## src/rtl/fir_pkg.sv

```systemverilog
// rtl/fir_pkg.sv - shared FIR wrapper types and constants
//
// Holds the arbiter state encoding, the default read data returned on a
// watchdog abort, and the FIR wrapper register addresses used by masters.
package fir_pkg;

  typedef enum logic [1:0] {
    ARB_IDLE  = 2'd0,
    ARB_BUSY0 = 2'd1,
    ARB_BUSY1 = 2'd2,
    ARB_HOLD1 = 2'd3
  } arb_state_e;

  localparam logic [31:0] FIR_TO_DATA     = 32'hDEAD_BEEF;
  localparam logic [31:0] FIR_ADR_AP_CTRL = 32'h3000_0000;
  localparam logic [31:0] FIR_ADR_STREAM  = 32'h3000_0080;

  // Width of the watchdog counter.
  localparam int FIR_WD_W = 16;

endpackage

```

## src/rtl/fir_arb_watchdog.sv

```systemverilog
// rtl/fir_arb_watchdog.sv - BUSY-cycle counter that flags a slave that never acks
//
// Ports:
//   wb_clk_i  clock
//   wb_rst_i  asynchronous active-high reset
//   busy_i    arbiter is in a BUSY state this cycle
//   expire_o  this BUSY cycle is the TIMEOUT_CYCLES-th one of the transaction
//
// The counter is held at zero outside BUSY, so it is automatically clear on
// the first cycle of every transaction (the arbiter always passes through a
// non-BUSY cycle between transactions).
module fir_arb_watchdog
  import fir_pkg::*;
#(
  parameter int TIMEOUT_CYCLES = 256
) (
  input  logic wb_clk_i,
  input  logic wb_rst_i,
  input  logic busy_i,
  output logic expire_o
);

  localparam logic [FIR_WD_W-1:0] LAST = FIR_WD_W'(TIMEOUT_CYCLES - 1);

  logic [FIR_WD_W-1:0] cnt_q, cnt_d;

  always_comb begin
    cnt_d = '0;
    if (busy_i) cnt_d = cnt_q + FIR_WD_W'(1);
  end

  always_ff @(posedge wb_clk_i or posedge wb_rst_i) begin
    if (wb_rst_i) cnt_q <= '0;
    else          cnt_q <= cnt_d;
  end

  assign expire_o = busy_i && (cnt_q == LAST);

endmodule

```

## src/rtl/fir_wb_arbiter.sv

```systemverilog
// rtl/fir_wb_arbiter.sv - two-master round-robin Wishbone arbiter for the FIR wrapper
//
// Ports:
//   wb_clk_i, wb_rst_i            clock, asynchronous active-high reset
//   mN_valid/we/sel/adr/dat_i     master N request (N = 0 CPU, 1 FIR DMA)
//   mN_ack, mN_dat_o              response routed back to master N
//   m1_lock                       m1 keeps the grant across consecutive transactions
//   s_valid/we/sel/adr/dat_o      request forwarded to the FIR wrapper
//   s_ack, s_dat_i                wrapper response
//   err_o                         sticky watchdog abort flag
//
// Optional feature: define FIR_ARB_TIMEOUT_EN to enable the watchdog that
// aborts a transaction after TIMEOUT_CYCLES BUSY cycles without s_ack.
module fir_wb_arbiter
  import fir_pkg::*;
#(
  parameter int          TIMEOUT_CYCLES = 256,
  parameter logic [31:0] TO_DATA        = FIR_TO_DATA
) (
  input  logic        wb_clk_i,
  input  logic        wb_rst_i,
  input  logic        m0_valid,
  input  logic        m0_we,
  input  logic [3:0]  m0_sel,
  input  logic [31:0] m0_adr,
  input  logic [31:0] m0_dat_i,
  output logic        m0_ack,
  output logic [31:0] m0_dat_o,
  input  logic        m1_valid,
  input  logic        m1_we,
  input  logic [3:0]  m1_sel,
  input  logic [31:0] m1_adr,
  input  logic [31:0] m1_dat_i,
  output logic        m1_ack,
  output logic [31:0] m1_dat_o,
  input  logic        m1_lock,
  output logic        s_valid,
  output logic        s_we,
  output logic [3:0]  s_sel,
  output logic [31:0] s_adr,
  output logic [31:0] s_dat_o,
  input  logic        s_ack,
  input  logic [31:0] s_dat_i,
  output logic        err_o
);

  arb_state_e state_q, state_d;
  logic       rr_q, rr_d;      // master preferred on the next contended grant
  logic       own_valid;
  logic       wd_expire;
  logic       timeout_hit;

  always_comb begin
    own_valid = 1'b0;
    if (state_q == ARB_BUSY0)      own_valid = m0_valid;
    else if (state_q == ARB_BUSY1) own_valid = m1_valid;
  end

  // A real ack wins over an expiry landing on the same cycle.
  assign timeout_hit = wd_expire & own_valid & ~s_ack;

`ifdef FIR_ARB_TIMEOUT_EN
  logic busy;
  logic err_q, err_d;

  assign busy = (state_q == ARB_BUSY0) || (state_q == ARB_BUSY1);

  fir_arb_watchdog #(
    .TIMEOUT_CYCLES(TIMEOUT_CYCLES)
  ) u_watchdog (
    .wb_clk_i(wb_clk_i),
    .wb_rst_i(wb_rst_i),
    .busy_i  (busy),
    .expire_o(wd_expire)
  );

  assign err_d = err_q | timeout_hit;

  always_ff @(posedge wb_clk_i or posedge wb_rst_i) begin
    if (wb_rst_i) err_q <= 1'b0;
    else          err_q <= err_d;
  end

  assign err_o = err_q;
`else
  logic [31:0] unused_timeout;

  assign unused_timeout = 32'(TIMEOUT_CYCLES);
  assign wd_expire      = 1'b0;
  assign err_o          = 1'b0;
`endif

  always_ff @(posedge wb_clk_i or posedge wb_rst_i) begin
    if (wb_rst_i) begin
      state_q <= ARB_IDLE;
      rr_q    <= 1'b0;
    end else begin
      state_q <= state_d;
      rr_q    <= rr_d;
    end
  end

  always_comb begin
    state_d = state_q;
    rr_d    = rr_q;
    case (state_q)
      ARB_IDLE: begin
        if (m0_valid && m1_valid) state_d = rr_q ? ARB_BUSY1 : ARB_BUSY0;
        else if (m0_valid)        state_d = ARB_BUSY0;
        else if (m1_valid)        state_d = ARB_BUSY1;
      end
      ARB_BUSY0: begin
        if (s_ack) begin
          state_d = ARB_IDLE;
          rr_d    = 1'b1;
        end else if (!m0_valid) begin
          // Owner withdrew: abort without counting it as its turn.
          state_d = ARB_IDLE;
        end else if (timeout_hit) begin
          state_d = ARB_IDLE;
          rr_d    = 1'b1;
        end
      end
      ARB_BUSY1: begin
        if (s_ack) begin
          state_d = m1_lock ? ARB_HOLD1 : ARB_IDLE;
          rr_d    = 1'b0;
        end else if (!m1_valid) begin
          state_d = ARB_IDLE;
        end else if (timeout_hit) begin
          state_d = ARB_IDLE;
          rr_d    = 1'b0;
        end
      end
      ARB_HOLD1: begin
        if (m1_valid)      state_d = ARB_BUSY1;
        else if (!m1_lock) state_d = ARB_IDLE;
      end
      default: state_d = ARB_IDLE;
    endcase
  end

  always_comb begin
    s_valid  = 1'b0;
    s_we     = 1'b0;
    s_sel    = '0;
    s_adr    = '0;
    s_dat_o  = '0;
    m0_ack   = 1'b0;
    m0_dat_o = '0;
    m1_ack   = 1'b0;
    m1_dat_o = '0;
    case (state_q)
      ARB_BUSY0: begin
        s_valid  = m0_valid & ~timeout_hit;
        s_we     = m0_we;
        s_sel    = m0_sel;
        s_adr    = m0_adr;
        s_dat_o  = m0_dat_i;
        m0_ack   = s_ack | timeout_hit;
        m0_dat_o = timeout_hit ? TO_DATA : s_dat_i;
      end
      ARB_BUSY1: begin
        s_valid  = m1_valid & ~timeout_hit;
        s_we     = m1_we;
        s_sel    = m1_sel;
        s_adr    = m1_adr;
        s_dat_o  = m1_dat_i;
        m1_ack   = s_ack | timeout_hit;
        m1_dat_o = timeout_hit ? TO_DATA : s_dat_i;
      end
      default: ;
    endcase
  end

endmodule

```

## config.mk

```make
export PLATFORM = sky130hd
export DESIGN_NAME = fir_wb_arbiter
export DESIGN_NICKNAME = d
export VERILOG_FILES = /design/src/rtl/fir_pkg.sv /design/src/rtl/fir_arb_watchdog.sv /design/src/rtl/fir_wb_arbiter.sv
export SDC_FILE = /design/constraint.sdc
export NUM_CORES = 1
export LEC_CHECK = 0
export CORE_AREA = 2 2 123 125
export DETAILED_ROUTE_END_ITERATION = 10
export DIE_AREA = 0 0 125 127
export DONT_BUFFER_PORTS = 1
export SETUP_SLACK_MARGIN = 0.05
export SLEW_MARGIN = 0
export SYNTH_ARGS = -nofsm -noshare
export SYNTH_HDL_FRONTEND = slang
export SYNTH_HIERARCHICAL = 1
export SYNTH_SLANG_ARGS = --single-unit
```

## constraint.sdc

```tcl
create_clock -name wb_clk_i -period 1.7 [get_ports wb_clk_i]
set_clock_uncertainty 0.2 [all_clocks]
set_input_delay 0.34 -clock wb_clk_i [delete_from_list [all_inputs] [get_ports wb_clk_i]]
set_output_delay 0.34 -clock wb_clk_i [all_outputs]
set_load 0.1 [all_outputs]
```

; ---- Word-level counts from Yosys, hierarchy flattened
; Cells that the tools add are included.
[classes]
n_addsub = 0
n_mul = 0
n_div = 0
magnitude_cmp = 0
eq_ne = 9
n_shift = 0
muxes = 24
n_bitwise = 0
n_reduce_logical = 5
[ops]
columns = cell, count
row1 = case mux 32 bit (2 select lines), 2
row2 = 2-to-1 mux 32 bit, 2
row3 = 2-to-1 mux 2 bit, 11
row4 = inequality test 3 bit (second input constant), 3
row5 = case mux 2 bit (4 select lines), 1
row6 = case mux 4 bit (2 select lines), 1
row7 = case mux 1 bit (2 select lines), 3
row8 = equality test 2 bit (second input constant), 2
row9 = 2-to-1 mux 1 bit, 4
row10 = inequality test 2 bit (second input constant), 2
row11 = inequality test 4 bit (second input constant), 1
row12 = AND reduction 4 bit, 1
row13 = AND reduction 3 bit, 1
row14 = equality test 2 x 1 -> 1 bit (second input constant), 1
row15 = zero test 2 bit, 1
row16 = nonzero test 2 bit, 1
row17 = logical AND 1 bit, 1
[word_totals]
ff_bits = 3
latch_bits = 0
mem_bits_rw = 0
romBits = 0
inputBits = 176
output_inout_bits = 137
word_cells = 40
memories = 0

; ---- Longest topological paths before layout
[depth]
ltp_word = 4
mapped_depth = 7
depth_no_buf = 5

; ---- Worst setup path before layout
; OpenSTA, ideal clock, no wires.
[synth_path]
path_type = register -> output
startpoint = register state_q[0]
endpoint = output port s_adr[10]
arrival_ns = 2.522
t_required_ns = 1.160
slack_ns = -1.362
stages_incl_launch_ff = 7
path_buffers = 2
path_cell_list = dfrtp_1 -> inv_1 -> ha_1 -> buf_2 -> clkbuf_1 -> a22oi_1 -> nor2b_1
[synth_between]
elab_chain_cells = 2
word_cells_on_any_way = 3
classes_between = eq/ne (2) / mux (1)
[synth_rtl]
columns = element, line_no
row1 = start: declaration, fir_wb_arbiter.sv:47  ; arb_state_e state_q, state_d;
row2 = start signal: assignment, fir_wb_arbiter.sv:98  ; state_q <= state_d;
row3 = equality test 2 bit or equality test 2 x 1 -> 1 bit (tied branches), fir_wb_arbiter.sv:153  ; case (state_q)
row4 = case mux 32 bit (2 select lines) *, fir_wb_arbiter.sv:153
row5 = end: declaration, fir_wb_arbiter.sv:40  ; output logic [31:0] s_adr,
; Every way passes the cells marked *; elsewhere a longest branch is shown, timed or not.

; ---- Worst setup path in the final report
[layout_path]
startpoint = register state_q[1]
endpoint = output port s_adr[28]
; Same word-level chain as after synthesis.

==> flow_summary.yaml <==
synth:
  synth_top_cell_area_share: 0.296
  syn_area_mm2: 0.00180
  syn_inst: 265
  yosysSeqAreaShare: 0.0418
  ys_seq_elements: 3
  synth_cell_types: 20
  synth_nets: 447
  yosysWarnings: 6
  synth_area_leaders: "a22oi_1 30%, nor2b_1 24%, and2_1 23%, dfrtp_1 4.2%, ha_1 4.2%"
  synth_largest_area_cell: "a22oi_1"
  syn_avg_cell_area_um2: 6.78
timing:
  grt_setup_unrepaired: "yes"
  fin_ws_ps: -548
  fin_tns_setup_ps: -64320
  whs_ps: 127
  fmax_mhz: 445
  fin_crit_ps: 2250
  timing.final.crit_share: 1.32
  setup_viol: 138
  hold_viol: 0
  report.final.slew_viol_count: 0
cts:
  cts.clk_slew.worst_paths_ps: 30
  cts_inserted_buffers: 3
  cts-root-buf: "clkbuf_16"
  htreeDepth: 1
  cts_tree: "yes"
  cts.sink_count: 3
  clk_latency_ps: 230
  cts_max_path_buffers: 2
grt:
  grt_overflow_total: 0
  grt_max_degree: 31
  antenna_found_initial: 0
  first_global_vias: 2979
  track_usage: 0.139
  grt_pass1_wl_um: 17600
detailed_routing:
  via_count: 2731
  drc: 0
  drtIter0Drc: 55
  ant_nets: 0
  drtPass1Iterations: 4
  vias_per_cell: 4.54
  wl_per_cell_um: 20.7
  routed_wl_um: 12500
floorplan:
  ios: 313
  fp.dieH_um: 127
  rows: 44
  design.die.area_mm2: 0.0159
  initial_core_util: 0.125
  fp.dieW_um: 125
  core_mm2: 0.0144
setup_path:
  slowest_stage: "dfrtp_2"
  end_kind: "output port"
  r2r_slack_ps: -230
  cp.arrival_ps: 1710
  worstSetupPathType: "reg2out"
  critPathBufInv: 5
  critPathRequiredTime_ps: 1160
  startpoint_type: "flop"
  max_stage_delay_ps: 400
  crit_fanout: 6
  critical-path-top-delay-family: "buffers and inverters"
  critical_path.cell_chain: "inv_4, ha_4, buf_12, buf_12, buf_16, a22oi_2, nor2b_4, buf_12"
  cpMostUsedCell: "buf_12"
finish:
  area_growth_pct: 269
  num-nets-final: 601
  drive_above_1_share: 0.957
  fillers: 1232
  diodes: 0
place:
  io_buffer_count: 0
  dp_hpwl_um: 8560
  gp_congestion: 0.742
status:
  violations: "setup timing"
  status: "complete, but fails checks"
hold_path:
  hold_class: "in2reg"
flow_run:
  drv_cap: 0
==> flip-flops by register name (all words and copies together), names as in the netlist <==
| register | cells |
|---|---|
| state_q | 2 |
| rr_q | 1 |
==> logic make-up after synthesis <==
kind of cell,count (synthesis),share of synthesized area
other,1,0.00209
multiplexers,2,0.0167
AND/OR/NAND/NOR,140,0.483
adder cells (fa/ha/maj),6,0.0418
AO/OA/AOI/OAI,78,0.324
buffers and inverters,35,0.0905
flip-flops,3,0.0418
==> routing by layer <==
layer	vias to the layer above	part of all wire	global-route usage
li1	1228	-	-
met1	1325	0.35	0.150
met2	159	0.57	0.277
met3	19	0.060	0.0247
met4	0	0.019	0.0392
met5	-	0	0
==> area by class of cell <==
cell class                      count  area, µm²  share of cell area
Timing Repair Buffer              180       3580               0.540
Multi-Input combinational cell    227       2640               0.399
Tap cell                          184        230              0.0347
Clock buffer                        4       78.8              0.0119
Sequential cell                     3       77.6              0.0117
Inverter                            4       20.0             0.00302
==> worst reg2reg max path, cell delays in order, from the launching register on <==
cell       delay [ps]
dfrtp_2           430
buf_12            140
ha_2              200
clkbuf_16         170
a22oi_2           180
o22a_2            190
mux2_4            300
==> synth_stat cells, drive strengths merged <==
library cell  number
a21boi             1
a21oi              1
a22oi             72
and2              66
buf               18
clkbuf            13
conb               1
dfrtp              3
ha                 6
inv                4
mux2               2
nand2              2
nand3              2
nor2b             70
o21ai              3
o22a               1
==> cell usage in the layout, fill, tap and decap left out <==
cell and instances:
buf_6 1, ha_1 2, inv_1 2, dfrtp_2 2, clkbuf_16 10, buf_4 9, nand2_1 2, inv_4 2
o21ai_0 2, buf_16 11, o22a_2 1, buf_12 149, o21ai_1 1, a21boi_0 1, mux2_4 2, a22oi_1 1
nand3_1 2, buf_8 2, conb_1 1, dfrtp_1 1, a22oi_2 71, a21oi_1 1, ha_4 3, ha_2 1
and2_4 66, clkbuf_1 1, nor2b_4 70, dlygate4sd3_1 1
==> stage by stage <==
step / area [µm²] / instances / utilization / worst slack, ps
after floorplan: 2940 / 265 / - / -391
after global placement: 5780 / 569 / 0.401 / -308
after detailed placement: 5780 / 569 / 0.401 / -377
after CTS: 6440 / 594 / 0.446 / -555
after global routing: 6630 / 602 / 0.459 / -594
final: 6630 / 602 / 0.459 / -548
==> timing repair <==
action / in CTS / in global routing
setup buffers: 10 / 1
endpoints found under the setup margin: 138 / 139
pin swaps: 18 / 5
gates resized for setup: 71 / 3
cloned: 10 / 7
hold endpoints to repair: 3 / 0
hold buffers: 1 / 0
==> final timing paths <==
path | startpoint | to | cells past startpoint
min in group asynchronous | wb_rst_i | rr_q | 2
worst max-delay path | state_q[1] | s_adr[28] | 8
worst min-delay path | s_ack | rr_q | 2
worst max register to register | state_q[1] | state_q[1] | 6
worst min register to register | rr_q | rr_q | 2
max in group asynchronous | wb_rst_i | state_q[0] | 2
Power is not shown: default switching activity piles up to over one toggle a cycle in this logic, so the estimate is an artifact.
